## config.mk

```make
export PLATFORM = sky130hd
export DESIGN_NAME = alu_seq_flat
export DESIGN_NICKNAME = d
export VERILOG_FILES = /design/src/rtl/alu_seq_if.sv /design/src/rtl/alu_seq.sv /design/src/flat_wrapper.sv
export SDC_FILE = /design/constraint.sdc
export NUM_CORES = 1
export LEC_CHECK = 0
export CAP_MARGIN = 20
export CORE_MARGIN = 8
export CORE_UTILIZATION = 54
export CTS_BUF_LIST = sky130_fd_sc_hd__clkbuf_8
export DETAILED_ROUTE_END_ITERATION = 8
export PLACE_DENSITY_LB_ADDON = 0.15
export SLEW_MARGIN = 20
export SYNTH_ARGS = -nofsm -noshare
export SYNTH_HDL_FRONTEND = slang
export SYNTH_SLANG_ARGS = --single-unit
```

## constraint.sdc

```tcl
create_clock -name clk -period 5.4 [get_ports clk]
set_clock_uncertainty 0.2 [all_clocks]
set_input_delay 1.35 -clock clk [delete_from_list [all_inputs] [get_ports clk]]
set_output_delay 1.35 -clock clk [all_outputs]
set_load 0.1 [all_outputs]
```

## src/rtl/alu_seq_if.sv

```systemverilog
// Request/response bundle between the multi-cycle datapath controller and the
// sequential ALU. The controller drives the request side (master), the ALU
// returns registered result, flags and the busy/done handshake (slave).
interface alu_seq_if #(
    parameter int WIDTH = 32
);
    logic             start;
    logic [3:0]       ALUCtrl;
    logic [WIDTH-1:0] A;
    logic [WIDTH-1:0] B;
    logic [4:0]       shamt;
    logic [WIDTH-1:0] result;
    logic             zero;
    logic             overflow;
    logic             illegal;
    logic             busy;
    logic             done;

    modport master (
        output start, ALUCtrl, A, B, shamt,
        input  result, zero, overflow, illegal, busy, done
    );

    modport slave (
        input  start, ALUCtrl, A, B, shamt,
        output result, zero, overflow, illegal, busy, done
    );
endinterface

```

## src/rtl/alu_seq.sv

```systemverilog
// Sequential MIPS ALU. Logic, add/sub and slt complete on the accepting edge;
// sll/srl run through a one-bit-per-cycle shifter with a busy/done handshake.
// Result and flags are registered and only change on a completion or reset.
module alu_seq #(
    parameter int WIDTH = 32
) (
    input  logic       clk,
    input  logic       rst_n,
    alu_seq_if.slave   bus
);

    localparam logic [3:0] OP_AND = 4'b0000;
    localparam logic [3:0] OP_OR  = 4'b0001;
    localparam logic [3:0] OP_ADD = 4'b0010;
    localparam logic [3:0] OP_XOR = 4'b0011;
    localparam logic [3:0] OP_SLL = 4'b0100;
    localparam logic [3:0] OP_SRL = 4'b0101;
    localparam logic [3:0] OP_SUB = 4'b0110;
    localparam logic [3:0] OP_SLT = 4'b0111;

    typedef enum logic [0:0] {
        ST_IDLE  = 1'b0,
        ST_SHIFT = 1'b1
    } state_t;

    // Signed overflow of a+b: operands agree in sign, sum does not.
    function automatic logic add_overflow(input logic [WIDTH-1:0] a,
                                          input logic [WIDTH-1:0] b,
                                          input logic [WIDTH-1:0] s);
        return (a[WIDTH-1] == b[WIDTH-1]) && (s[WIDTH-1] != a[WIDTH-1]);
    endfunction

    // Signed overflow of a-b: operands differ in sign, difference differs from a.
    function automatic logic sub_overflow(input logic [WIDTH-1:0] a,
                                          input logic [WIDTH-1:0] b,
                                          input logic [WIDTH-1:0] d);
        return (a[WIDTH-1] != b[WIDTH-1]) && (d[WIDTH-1] != a[WIDTH-1]);
    endfunction

    state_t           state_r;
    logic [WIDTH-1:0] acc_r;
    logic [4:0]       cnt_r;
    logic             dir_left_r;
    logic [WIDTH-1:0] result_r;
    logic             zero_r;
    logic             overflow_r;
    logic             illegal_r;
    logic             busy_r;
    logic             done_r;

    logic [WIDTH-1:0] sum_s;
    logic [WIDTH-1:0] diff_s;
    logic             add_ovf_s;
    logic             sub_ovf_s;
    logic             lt_s;
    logic [WIDTH-1:0] alu_res_s;
    logic             alu_ovf_s;
    logic             alu_ill_s;
    logic             is_shift_s;

    // Single-cycle datapath: evaluate the requested op from the live operands.
    always_comb begin
        sum_s      = bus.A + bus.B;
        diff_s     = bus.A - bus.B;
        add_ovf_s  = add_overflow(bus.A, bus.B, sum_s);
        sub_ovf_s  = sub_overflow(bus.A, bus.B, diff_s);
        // true signed less-than, valid even when A-B wraps
        lt_s       = diff_s[WIDTH-1] ^ sub_ovf_s;
        alu_res_s  = {WIDTH{1'b0}};
        alu_ovf_s  = 1'b0;
        alu_ill_s  = 1'b0;
        is_shift_s = 1'b0;
        case (bus.ALUCtrl)
            OP_AND: alu_res_s = bus.A & bus.B;
            OP_OR:  alu_res_s = bus.A | bus.B;
            OP_XOR: alu_res_s = bus.A ^ bus.B;
            OP_ADD: begin
                alu_res_s = sum_s;
                alu_ovf_s = add_ovf_s;
            end
            OP_SUB: begin
                alu_res_s = diff_s;
                alu_ovf_s = sub_ovf_s;
            end
            OP_SLT: alu_res_s = {{(WIDTH-1){1'b0}}, lt_s};
            OP_SLL: is_shift_s = 1'b1;
            OP_SRL: is_shift_s = 1'b1;
            default: alu_ill_s = 1'b1;
        endcase
    end

    // Control FSM plus registered result, flags and handshake outputs.
    always_ff @(posedge clk) begin
        if (!rst_n) begin
            state_r    <= ST_IDLE;
            acc_r      <= {WIDTH{1'b0}};
            cnt_r      <= 5'd0;
            dir_left_r <= 1'b0;
            result_r   <= {WIDTH{1'b0}};
            zero_r     <= 1'b0;
            overflow_r <= 1'b0;
            illegal_r  <= 1'b0;
            busy_r     <= 1'b0;
            done_r     <= 1'b0;
        end else begin
            done_r <= 1'b0;
            case (state_r)
                ST_IDLE: begin
                    if (bus.start) begin
                        if (is_shift_s) begin
                            acc_r      <= bus.B;
                            cnt_r      <= bus.shamt;
                            dir_left_r <= (bus.ALUCtrl == OP_SLL);
                            // a zero-length shift finishes on the next edge, so it never reports busy
                            busy_r     <= (bus.shamt != 5'd0);
                            state_r    <= ST_SHIFT;
                        end else begin
                            result_r   <= alu_res_s;
                            zero_r     <= (alu_res_s == {WIDTH{1'b0}});
                            overflow_r <= alu_ovf_s;
                            illegal_r  <= alu_ill_s;
                            done_r     <= 1'b1;
                        end
                    end else begin
                        state_r <= ST_IDLE;
                    end
                end
                ST_SHIFT: begin
                    if (cnt_r == 5'd0) begin
                        result_r   <= acc_r;
                        zero_r     <= (acc_r == {WIDTH{1'b0}});
                        overflow_r <= 1'b0;
                        illegal_r  <= 1'b0;
                        done_r     <= 1'b1;
                        busy_r     <= 1'b0;
                        state_r    <= ST_IDLE;
                    end else begin
                        if (dir_left_r) begin
                            acc_r <= {acc_r[WIDTH-2:0], 1'b0};
                        end else begin
                            acc_r <= {1'b0, acc_r[WIDTH-1:1]};
                        end
                        cnt_r <= cnt_r - 5'd1;
                    end
                end
                default: begin
                    state_r <= ST_IDLE;
                    busy_r  <= 1'b0;
                end
            endcase
        end
    end

    assign bus.result   = result_r;
    assign bus.zero     = zero_r;
    assign bus.overflow = overflow_r;
    assign bus.illegal  = illegal_r;
    assign bus.busy     = busy_r;
    assign bus.done     = done_r;

endmodule
```

## src/flat_wrapper.sv

```systemverilog
// flat-port wrapper written by rule: the top's interface ports become plain ports
module alu_seq_flat 
#(
    parameter int WIDTH = 32
)
  (clk, rst_n, bus_start, bus_ALUCtrl, bus_A, bus_B, bus_shamt, bus_result, bus_zero, bus_overflow, bus_illegal, bus_busy, bus_done);
  alu_seq_if #(.WIDTH(WIDTH)) bus_i ();
  input  logic clk;
  input  logic rst_n;
  input wire logic [$bits(bus_i.start)-1:0] bus_start;
  input wire logic [$bits(bus_i.ALUCtrl)-1:0] bus_ALUCtrl;
  input wire logic [$bits(bus_i.A)-1:0] bus_A;
  input wire logic [$bits(bus_i.B)-1:0] bus_B;
  input wire logic [$bits(bus_i.shamt)-1:0] bus_shamt;
  output wire logic [$bits(bus_i.result)-1:0] bus_result;
  output wire logic [$bits(bus_i.zero)-1:0] bus_zero;
  output wire logic [$bits(bus_i.overflow)-1:0] bus_overflow;
  output wire logic [$bits(bus_i.illegal)-1:0] bus_illegal;
  output wire logic [$bits(bus_i.busy)-1:0] bus_busy;
  output wire logic [$bits(bus_i.done)-1:0] bus_done;
  assign bus_i.start = bus_start;
  assign bus_i.ALUCtrl = bus_ALUCtrl;
  assign bus_i.A = bus_A;
  assign bus_i.B = bus_B;
  assign bus_i.shamt = bus_shamt;
  assign bus_result = bus_i.result;
  assign bus_zero = bus_i.zero;
  assign bus_overflow = bus_i.overflow;
  assign bus_illegal = bus_i.illegal;
  assign bus_busy = bus_i.busy;
  assign bus_done = bus_i.done;
  alu_seq #(.WIDTH(WIDTH)) u_core (.clk(clk), .rst_n(rst_n), .bus(bus_i));
endmodule
```

==> results.yml, run 1 <==
grt:
  grt_pass1_wl_mm: 63.87
  grt_util_all_layers_pct: 35.23
  grt_max_degree: 87
  grt_pass1_vias: 11791
  grt_overflow: 0
  antenna_found_initial: 0
logic_synthesis:
  synth_top_cell_by_area: "dfxtp_1"
  synth_edf_count: 0
  yosys_most_used_dff: "dfxtp_1"
  async_reset_ff_share_pct: 0
  syn_nets: 1589
  synthTopCellsByArea: "dfxtp_1 15%, ha_1 13%, a21oi_1 8.2%"
  synth-seq-area-share_pct: 15.44
  synth_seq_cells: 76
  ys_types: 80
  yosysMostFrequentCell: "nor2_1"
  syn_area_per_cell_um2: 7.003
  ys.warnings.count: 0
  synth.top_cell.area_share_pct: 15.44
  syn_inst: 1407
  synthTopCellsByCount: "166 x nor2_1, 161 x a21oi_1, 111 x nand2_1"
  syn-cell-area_mm2: 0.009853
cells_and_area:
  final_util_pct: 75.91
  nets: 1866
  drive_gt1_share_pct: 26.47
  area_growth_pct: 38.40
  antenna_cells: 0
  fillers: 1393
setup_path:
  required_ps: 5470
  cp-end-kind: "register"
  path_max_fanout: 3
  slowest_delay_ps: 370
  cp_slowest_cell: "fa_2"
  path_cells: "clkdlybuf4s15_1, inv_2, ha_4, inv_2, nand3_4, nor2_4, a21oi_4, o211ai_1, buf_4, a21oi_4, o21bai_1, a21oi_1, o21bai_1, a21oi_2, fa_2, mux2_4, a32oi_2, o221a_2, nand4_1, nor4_2, nand4_1, nor4_2, nand4_1, o31ai_1"
  crit_path_start_kind: "input port"
  crit_start: "bus_A[14]"
  cp.arrival_ps: 5330
  path_common_cell: "nand4_1"
  r2r_start: "u_core.state_r"
  path_class: "in -> reg"
drt:
  drt-vias-per-instance: 6.556
  drc: 0
  routed_wl_mm: 42.17
  drt_iter0_drc: 1335
  drtPass1Iterations: 6
  dr_total_vias: 12574
  postRouteAntennaNets: 0
  wl_per_cell_um: 21.98
floorplan:
  num_rows: 49
  dieArea_mm2: 0.02283
  coreArea_mm2: 0.01796
  die_h_um: 151.1
  die_x_um: 151.1
  num_io_pins: 113
  initial_core_util_pct: 54.85
sta:
  fmax_ghz: 0.1901
  finalCritPeriodShare_pct: 97.41
  max_slew.worst_pin.slew_ps: 1184
  fin_crit_ps: 5260
  finalSetupViolCount: 0
  timing.final.max_slew_violations: 0
  finalHoldViolCount: 0
  hold_ws_ps: 256.8
  maxSlewHeadroom_pct: 20.49
  rsz0062_at_grt: "yes"
flow_run:
  maxCapViolCount: 0
pwr:
  powerDensity_mw_per_mm2: 186.3
  power_leakage_nw: 5.816
  ir_drop_mv: 0.3657
clock_network:
  cts_tree: "built"
  cts_sinks: 76
  ctsRootBufferMaster: "clkbuf_8"
  cts_inserted_buffers: 9
  clkLatencyLatePin_ps: 350
  ctsHoldBuffers: 0
  clk_pin_slew_worst_paths_ps: 90
  clk_path_buf_depth: 2
  ctsHtreeMaxLevel: 3
min_path:
  min-delay-start: "u_core.bus.result[11]"
  hold_class: "reg -> reg"
placement:
  place_congestion: 1.002
  dp_hpwl_mm: 31.44
  numPortBuffers: 112
status:
  status: "finished, final reports clean"
[path summary, 6_finish.rpt]
check                           slack, ps  depth (start not counted)               endpoint
worst min register to register        260                          2  u_core.bus.result[11]
worst max-delay path                  140                         24        u_core.bus.zero
worst max register to register       2510                          9        u_core.bus.zero
worst min-delay path                  260                          2  u_core.bus.result[11]
[where the power goes]
part / total (mW) / leakage, nW / internal (mW) / switching (mW)
Clock: 0.580 / 0.132 / 0.358 / 0.222
Sequential: 0.613 / 0.619 / 0.587 / 0.0253
Combinational: 1.35 / 5.07 / 0.532 / 0.816
Total: 2.54 / 5.82 / 1.48 / 1.06
[cells in the final DEF (no fill, tap or decap), drive strengths merged, types with 7 or more instances in the layout]
cell type / Yosys / final
dlymetal6s2s: 0 / 9
a21boi: 13 / 13
nor4: 20 / 20
a21oi: 162 / 162
nor2: 167 / 167
a2111oi: 8 / 8
mux2i: 54 / 54
o22ai: 9 / 9
a211oi: 61 / 61
nand4: 16 / 16
nor2b: 15 / 15
o211ai: 31 / 31
o21a: 17 / 17
nand3: 20 / 20
o31ai: 10 / 10
buf: 29 / 254
nand2b: 27 / 27
o2111ai: 7 / 7
inv: 106 / 107
a22oi: 11 / 11
nand2: 112 / 112
or3: 8 / 8
a211o: 8 / 8
clkbuf: 65 / 33
o21bai: 14 / 14
a31oi: 18 / 18
ha: 103 / 103
o21ai: 61 / 61
nor3b: 7 / 7
dfxtp: 76 / 76
a21o: 18 / 18
nor3: 26 / 26
clkdlybuf4s50: 0 / 64
[per-layer routing]
metal,track usage [%],routed length [µm],vias up
li1,-,-,5667
met1,47.29,17220,5896
met2,54.33,18270,853
met3,5.976,4862,158
met4,15.54,1804,0
met5,0,0,-
[stage by stage]
step | std cells | worst slack, ps | area, µm² | total power, mW | TNS [ps]
floorplan | 1407 | 0.2616 | 9873 | 1.333 | 0
global placement | 1880 | -698.4 | 12630 | 1.819 | -1336
detailed placement | 1880 | -821.8 | 12630 | 1.831 | -1756
CTS | 1907 | -15.17 | 13340 | 2.455 | -15.17
global route | 1918 | -167.0 | 13640 | 2.646 | -167.0
finish | 1918 | 139.7 | 13640 | 2.540 | 0
[flip-flops by register name, summed over array words and instances (netlist names)]
register             flops
u_core.cnt_r             5
u_core.bus.busy          1
u_core.bus.done          1
u_core.state_r           1
u_core.dir_left_r        1
u_core.bus.zero          1
u_core.bus.result       32
u_core.bus.overflow      1
u_core.bus.illegal       1
u_core.acc_r            32
[final cells by class]
type | count | area (µm²) | share of cell area (%)
Multi-Input combinational cell | 1131 | 8245 | 60.46
Timing Repair Buffer | 360 | 2892 | 21.20
Sequential cell | 76 | 1526 | 11.19
Inverter | 106 | 415.4 | 3.046
Tap cell | 229 | 286.5 | 2.101
Clock inverter | 7 | 147.6 | 1.083
Clock buffer | 9 | 123.9 | 0.9083
[timing repair]
item,in CTS,in global routing
resized for setup,130,139
endpoints found under the setup margin,1,1
pin swaps,35,45
setup buffers,11,11
[kinds of logic (layout without fill, tap and decap cells)]
| family | after synthesis | count (layout) | share of synthesized area (%) |
|---|---|---|---|
| AND/OR/NAND/NOR | 452 | 452 | 21.55 |
| AO/OA/AOI/OAI | 507 | 507 | 34.64 |
| flip-flops | 76 | 76 | 15.44 |
| buffers and inverters | 200 | 482 | 7.975 |
| XOR/XNOR | 6 | 6 | 0.5333 |
| multiplexers | 60 | 60 | 6.171 |
| adder cells (fa/ha/maj) | 106 | 106 | 13.69 |
[critical path: cells and delay by family]
kind | cells | cell delay [ps]
multiplexers | 1 | 270
AO/OA/AOI/OAI | 10 | 1420
AND/OR/NAND/NOR | 7 | 1090
buffers and inverters | 4 | 600
adder cells (fa/ha/maj) | 2 | 610
No activity file was read; power rests on OpenSTA's default activity.
==> run 2, diff against run 1 <==
ABC_AREA = 1   (was default)
==> results.yml, run 2 <==
setup_path:
  r2r_end: "u_core.bus.zero"
  cp.arrival_ps: 5130
  critPathBufInv: 2
  slowest_delay_ps: 530
  reg2reg_setup_slack_ps: 2420
  r2r_start: "u_core.state_r"
  path_max_fanout: 5
  path_class: "in -> reg"
  ff2ff_path_depth: 13
  cp-end-kind: "register"
  path_common_cell: "nor2_1"
  crit_family: "simple AND/OR/NAND/NOR gates"
  required_ps: 5500
  crit_path_start_kind: "input port"
  cp_slowest_cell: "clkdlybuf4s50_1"
pwr:
  finalPower_mw: 2.100
  ir_drop_mv: 0.1173
  powerDensity_mw_per_mm2: 177.5
  power_leakage_nw: 6.187
grt:
  grt_pass1_wl_mm: 63.74
  grt_max_degree: 81
  grt_util_all_layers_pct: 34.19
  antenna_found_initial: 0
  grt_pass1_vias: 11886
  grt_overflow: 0
sta:
  timing.final.ws_setup_ps: 376.9
  finalSetupViolCount: 0
  finalCritPeriodShare_pct: 93.02
  fin_crit_ps: 5023
  hold_ws_ps: 276.3
  tns_ps: 0
  rsz0062_at_grt: "no"
  maxSlewHeadroom_pct: 32.06
  finalHoldViolCount: 0
  fmax_ghz: 0.1991
  timing.final.max_slew_violations: 0
  max_slew.worst_pin.slew_ps: 1016
clock_network:
  cts_inserted_buffers: 9
  cts_sinks: 76
  ctsRootBufferMaster: "clkbuf_8"
  clk_path_buf_depth: 2
  post_cts_buffers: 0
  ctsHtreeMaxLevel: 3
  cts_tree: "built"
  clk_pin_slew_worst_paths_ps: 90
  clkLatencyLatePin_ps: 370
placement:
  place_ws_ps: 39.43
  dp_hpwl_mm: 33.57
  numPortBuffers: 112
  place_congestion: 1.057
floorplan:
  die_h_um: 152.6
  num_io_pins: 113
  dieArea_mm2: 0.02329
  num_rows: 50
  initial_core_util_pct: 54.42
  die_x_um: 152.6
  coreArea_mm2: 0.01852
drt:
  postRouteAntennaNets: 0
  drt_iter0_drc: 1319
  drtPass1Iterations: 6
  wl_per_cell_um: 19.04
  drc: 0
  routed_wl_mm: 41.16
  dr_total_vias: 12651
  drt-vias-per-instance: 5.852
logic_synthesis:
  async_reset_ff_share_pct: 0
  synth_top_cell_by_area: "nand2_1"
  synth_edf_count: 0
  synth_seq_cells: 76
  syn_area_per_cell_um2: 5.571
  syn_nets: 1991
  ys_types: 45
  synth-seq-area-share_pct: 15.10
  ys.warnings.count: 0
  yosys_most_used_dff: "dfxtp_1"
  synth.top_cell.area_share_pct: 17.69
  synthTopCellsByArea: "nand2_1 18%, dfxtp_1 15%, ha_1 13%"
  yosysMostFrequentCell: "nand2_1"
  synthTopCellsByCount: "475 x nand2_1, 305 x inv_1, 184 x nor2_1"
  syn-cell-area_mm2: 0.01008
  syn_inst: 1809
cells_and_area:
  nets: 2105
  drive_gt1_share_pct: 5.705
  area_growth_pct: 17.43
  fillers: 1808
  antenna_cells: 0
  layout_common_cells: "474 x nand2_1, 304 x inv_1, 180 x nor2_1"
  final_common_cell: "nand2_1"
min_path:
  holdPathEnd: "u_core.bus.result[23]"
  hold_depth: 2
  hold_class: "reg -> reg"
  min-delay-start: "u_core.bus.result[23]"
status:
  status: "finished, final reports clean"
flow_run:
  maxCapViolCount: 0
-- run 2: worst max path at each step --
stage	depth (start not counted)	from	slack [ps]	to
after detailed placement	27	bus_B[4]	40	u_core.bus.zero
final	27	bus_B[4]	380	u_core.bus.zero
after CTS	27	bus_B[4]	410	u_core.bus.zero
after global routing	27	bus_B[4]	30	u_core.bus.zero
after floorplan	23	bus_B[23]	1090	u_core.bus.zero
after global placement	29	bus_B[12]	140	u_core.bus.zero
-- run 2: stage by stage --
| step | area, µm² | utilization [%] | instances |
|---|---|---|---|
| floorplan | 10080 | - | 1809 |
| global placement | 11640 | 62.86 | 2146 |
| detailed placement | 11640 | 62.86 | 2146 |
| CTS | 11820 | 63.84 | 2162 |
| global route | 11830 | 63.91 | 2162 |
| finish | 11830 | 63.91 | 2162 |
-- run 2: routing by layer --
| metal | up-vias | global-route usage, % | routed length [µm] | share of wire (%) |
|---|---|---|---|---|
| met5 | - | 0 | 0 | 0 |
| met4 | 0 | 24.32 | 3127 | 7.6 |
| met3 | 143 | 4.963 | 3619 | 8.8 |
| met2 | 710 | 55.45 | 18310 | 44 |
| met1 | 5750 | 40.97 | 16100 | 39 |
| li1 | 6048 | - | - | - |
-- run 2: logic make-up after synthesis --
logic type	synth area share [%]
xor gates and xnor gates	0.4345
DFF	15.10
adders and majority gates	13.38
buffers and inverters	15.47
and+or+nand+nor	36.34
AOI/OAI and AO/OA	19.27
-- run 2: layout make-up --
| type | count | area [µm²] | area share, % |
|---|---|---|---|
| clock buffers | 9 | 123.9 | 1.047 |
| clock inverters | 7 | 57.56 | 0.4864 |
| inverters | 310 | 1164 | 9.833 |
| multi-input cells | 1342 | 7013 | 59.26 |
| flip-flops and latches | 76 | 1521 | 12.86 |
| well taps | 234 | 292.8 | 2.474 |
| repair buffers | 184 | 1662 | 14.04 |
-- run 2: repair_timing --
action,in CTS,in global routing
endpoints found under the setup margin,0,1
hold buffers,0,0
hold endpoints to repair,0,0
resized for setup,0,4
-- run 2: worst reg2reg max path: stages, from the launching register on --
cell and delay [ps]:
dfxtp_1 310, buf_4 290, inv_2 290, buf_4 690
nand3_1 260, nor2_1 170, nand3_1 90, nor2_1 100
nand3_1 80, nor2_1 120, nand2_1 50, nor2_1 80
nand2_1 50, a21oi_1 120
-- run 2: power breakdown --
group	total (mW)	switching [mW]	internal (mW)
logic	1.07	0.726	0.340
registers	0.613	0.0231	0.590
clock network	0.421	0.247	0.174
==> run 3, diff against run 2 <==
CORE_UTILIZATION = 30   (was 54)
HOLD_SLACK_MARGIN = 0.08   (was default)
==> results.yml, run 3 (same netlist as run 2, synthesis figures left out) <==
floorplan:
  dieArea_mm2: 0.03971
  die_x_um: 199.3
  num_io_pins: 113
  coreArea_mm2: 0.03328
  num_rows: 67
  initial_core_util_pct: 30.28
  die_h_um: 199.3
clock_network:
  clk_pin_slew_worst_paths_ps: 90
  cts_resized: 0
  ctsRootBufferMaster: "clkbuf_8"
  ctsHoldBuffers: 0
  cts_sinks: 76
  clkLatencyLatePin_ps: 370
  ctsHtreeMaxLevel: 3
  cts_inserted_buffers: 9
  clk_path_buf_depth: 2
  post_cts_buffers: 0
  cts_tree: "built"
grt:
  grt_max_degree: 91
  grt_pass1_vias: 11273
  grt_overflow: 0
  grt_util_all_layers_pct: 23.03
  grt_pass1_wl_mm: 68.94
  antenna_found_initial: 0
setup_path:
  cp-end-kind: "register"
  path_max_fanout: 3
  cp.arrival_ps: 5080
  crit_path_start_kind: "input port"
  reg2reg_setup_slack_ps: 2410
  ff2ff_path_depth: 13
  path_class: "in -> reg"
  required_ps: 5500
  r2r_start: "u_core.state_r"
  r2r_end: "u_core.bus.zero"
drt:
  routed_wl_mm: 46.98
  drc: 0
  wl_per_cell_um: 19.58
  drtPass1Iterations: 5
  dr_total_vias: 12206
  drt-vias-per-instance: 5.086
  postRouteAntennaNets: 0
  drt_iter0_drc: 962
placement:
  place_congestion: 0.9648
  placed_cell_area_mm2: 0.01209
  numPortBuffers: 112
  dp_hpwl_mm: 39.01
pwr:
  ir_drop_mv: 0.09666
  finalPower_mw: 2.154
  powerDensity_mw_per_mm2: 175.4
  power_leakage_nw: 6.310
sta:
  maxSlewHeadroom_pct: 33.26
  rsz0062_at_grt: "no"
  finalCritPeriodShare_pct: 92.18
  finalSetupViolCount: 0
  timing.final.max_slew_violations: 0
  fin_crit_ps: 4978
  fmax_ghz: 0.2009
  max_slew.worst_pin.slew_ps: 998.0
  tns_ps: 0
  hold_ws_ps: 265.6
  finalHoldViolCount: 0
status:
  status: "finished, final reports clean"
min_path:
  min-delay-start: "u_core.bus.result[23]"
  hold_depth: 2
  hold_class: "reg -> reg"
  holdPathEnd: "u_core.bus.result[23]"
cells_and_area:
  antenna_cells: 0
  area_growth_pct: 21.86
  nets: 2130
  layout_common_cells: "474 x nand2_1, 304 x inv_1, 183 x nor2_1"
  final_common_cell: "nand2_1"
  design_area_mm2: 0.01228
  drive_gt1_share_pct: 6.762
  fillers: 3784
  final_util_pct: 36.90
flow_run:
  maxCapViolCount: 0
==> run 3: cell count changes in the layout (fill, tap and decap cells not counted) <==
cell / change
bufinv_16: +1
a21oi_1: +1
dfxtp_2: +1
clkinv_2: +1
buf_2: +1
buf_4: +25
inv_6: -2
nor2_1: +3
dfxtp_1: -1
a21oi_2: -1
inv_8: -1
nor2_2: -3
clkdlybuf4s50_1: -1
==> run 3: final cells by class <==
type | instances | area, µm² | area share, %
clock buffer | 9 | 123.9 | 1.009
clock inverter | 6 | 63.81 | 0.5196
inverter | 310 | 1164 | 9.475
multi-input combinational | 1342 | 7002 | 57.01
sequential | 76 | 1523 | 12.40
tap | 448 | 560.5 | 4.564
timing repair buffer | 209 | 1844 | 15.02
==> run 3: how the worst max path moves through the flow <==
stage	to	from	slack [ps]	cells after the start
2_1_floorplan	u_core.bus.zero	bus_B[23]	1090	23
3_3_place_gp	u_core.bus.zero	bus_B[27]	130	27
3_5_place_dp	u_core.bus.zero	bus_B[28]	80	27
4_1_cts	u_core.bus.zero	bus_B[27]	460	27
5_1_grt	u_core.bus.zero	bus_B[25]	90	27
6_report	u_core.bus.zero	bus_B[28]	420	27
==> run 3: power by group <==
group	switching [mW]	total [mW]	internal, mW
Sequential	0.0225	0.613	0.590
Combinational	0.748	1.10	0.352
Clock	0.230	0.441	0.211
==> run 3: per-stage QoR <==
step / cells / setup WS, ps
floorplan: 1809 / 1086
global placement: 2385 / 127.8
detailed placement: 2385 / 82.10
CTS: 2400 / 460.5
global route: 2400 / 90.40
finish: 2400 / 422.2
==> run 3: critical path, cell delays in order <==
cell	delay, ps
clkdlybuf4s50_1	550
inv_1	90
ha_1	310
nor2_1	140
nand2_1	120
nor2_1	160
buf_4	150
and3_1	130
nand2_1	70
a21oi_1	220
nor2_1	60
nor2_1	100
nor2_1	90
fa_1	380
nand3_1	90
o211ai_1	100
nor2_1	100
nand2_1	60
nor2_1	90
nand3_1	80
nor2_1	90
nand3_1	90
nor2_1	130
nand2_1	50
nor2_1	80
nand2_1	60
a21oi_1	120
==> run 3: layer usage <==
metal,part of all wire (%),GRT usage (%)
met1,45,30.28
met2,45,37.73
met3,5.7,2.812
met4,4.2,9.306
met5,0,0
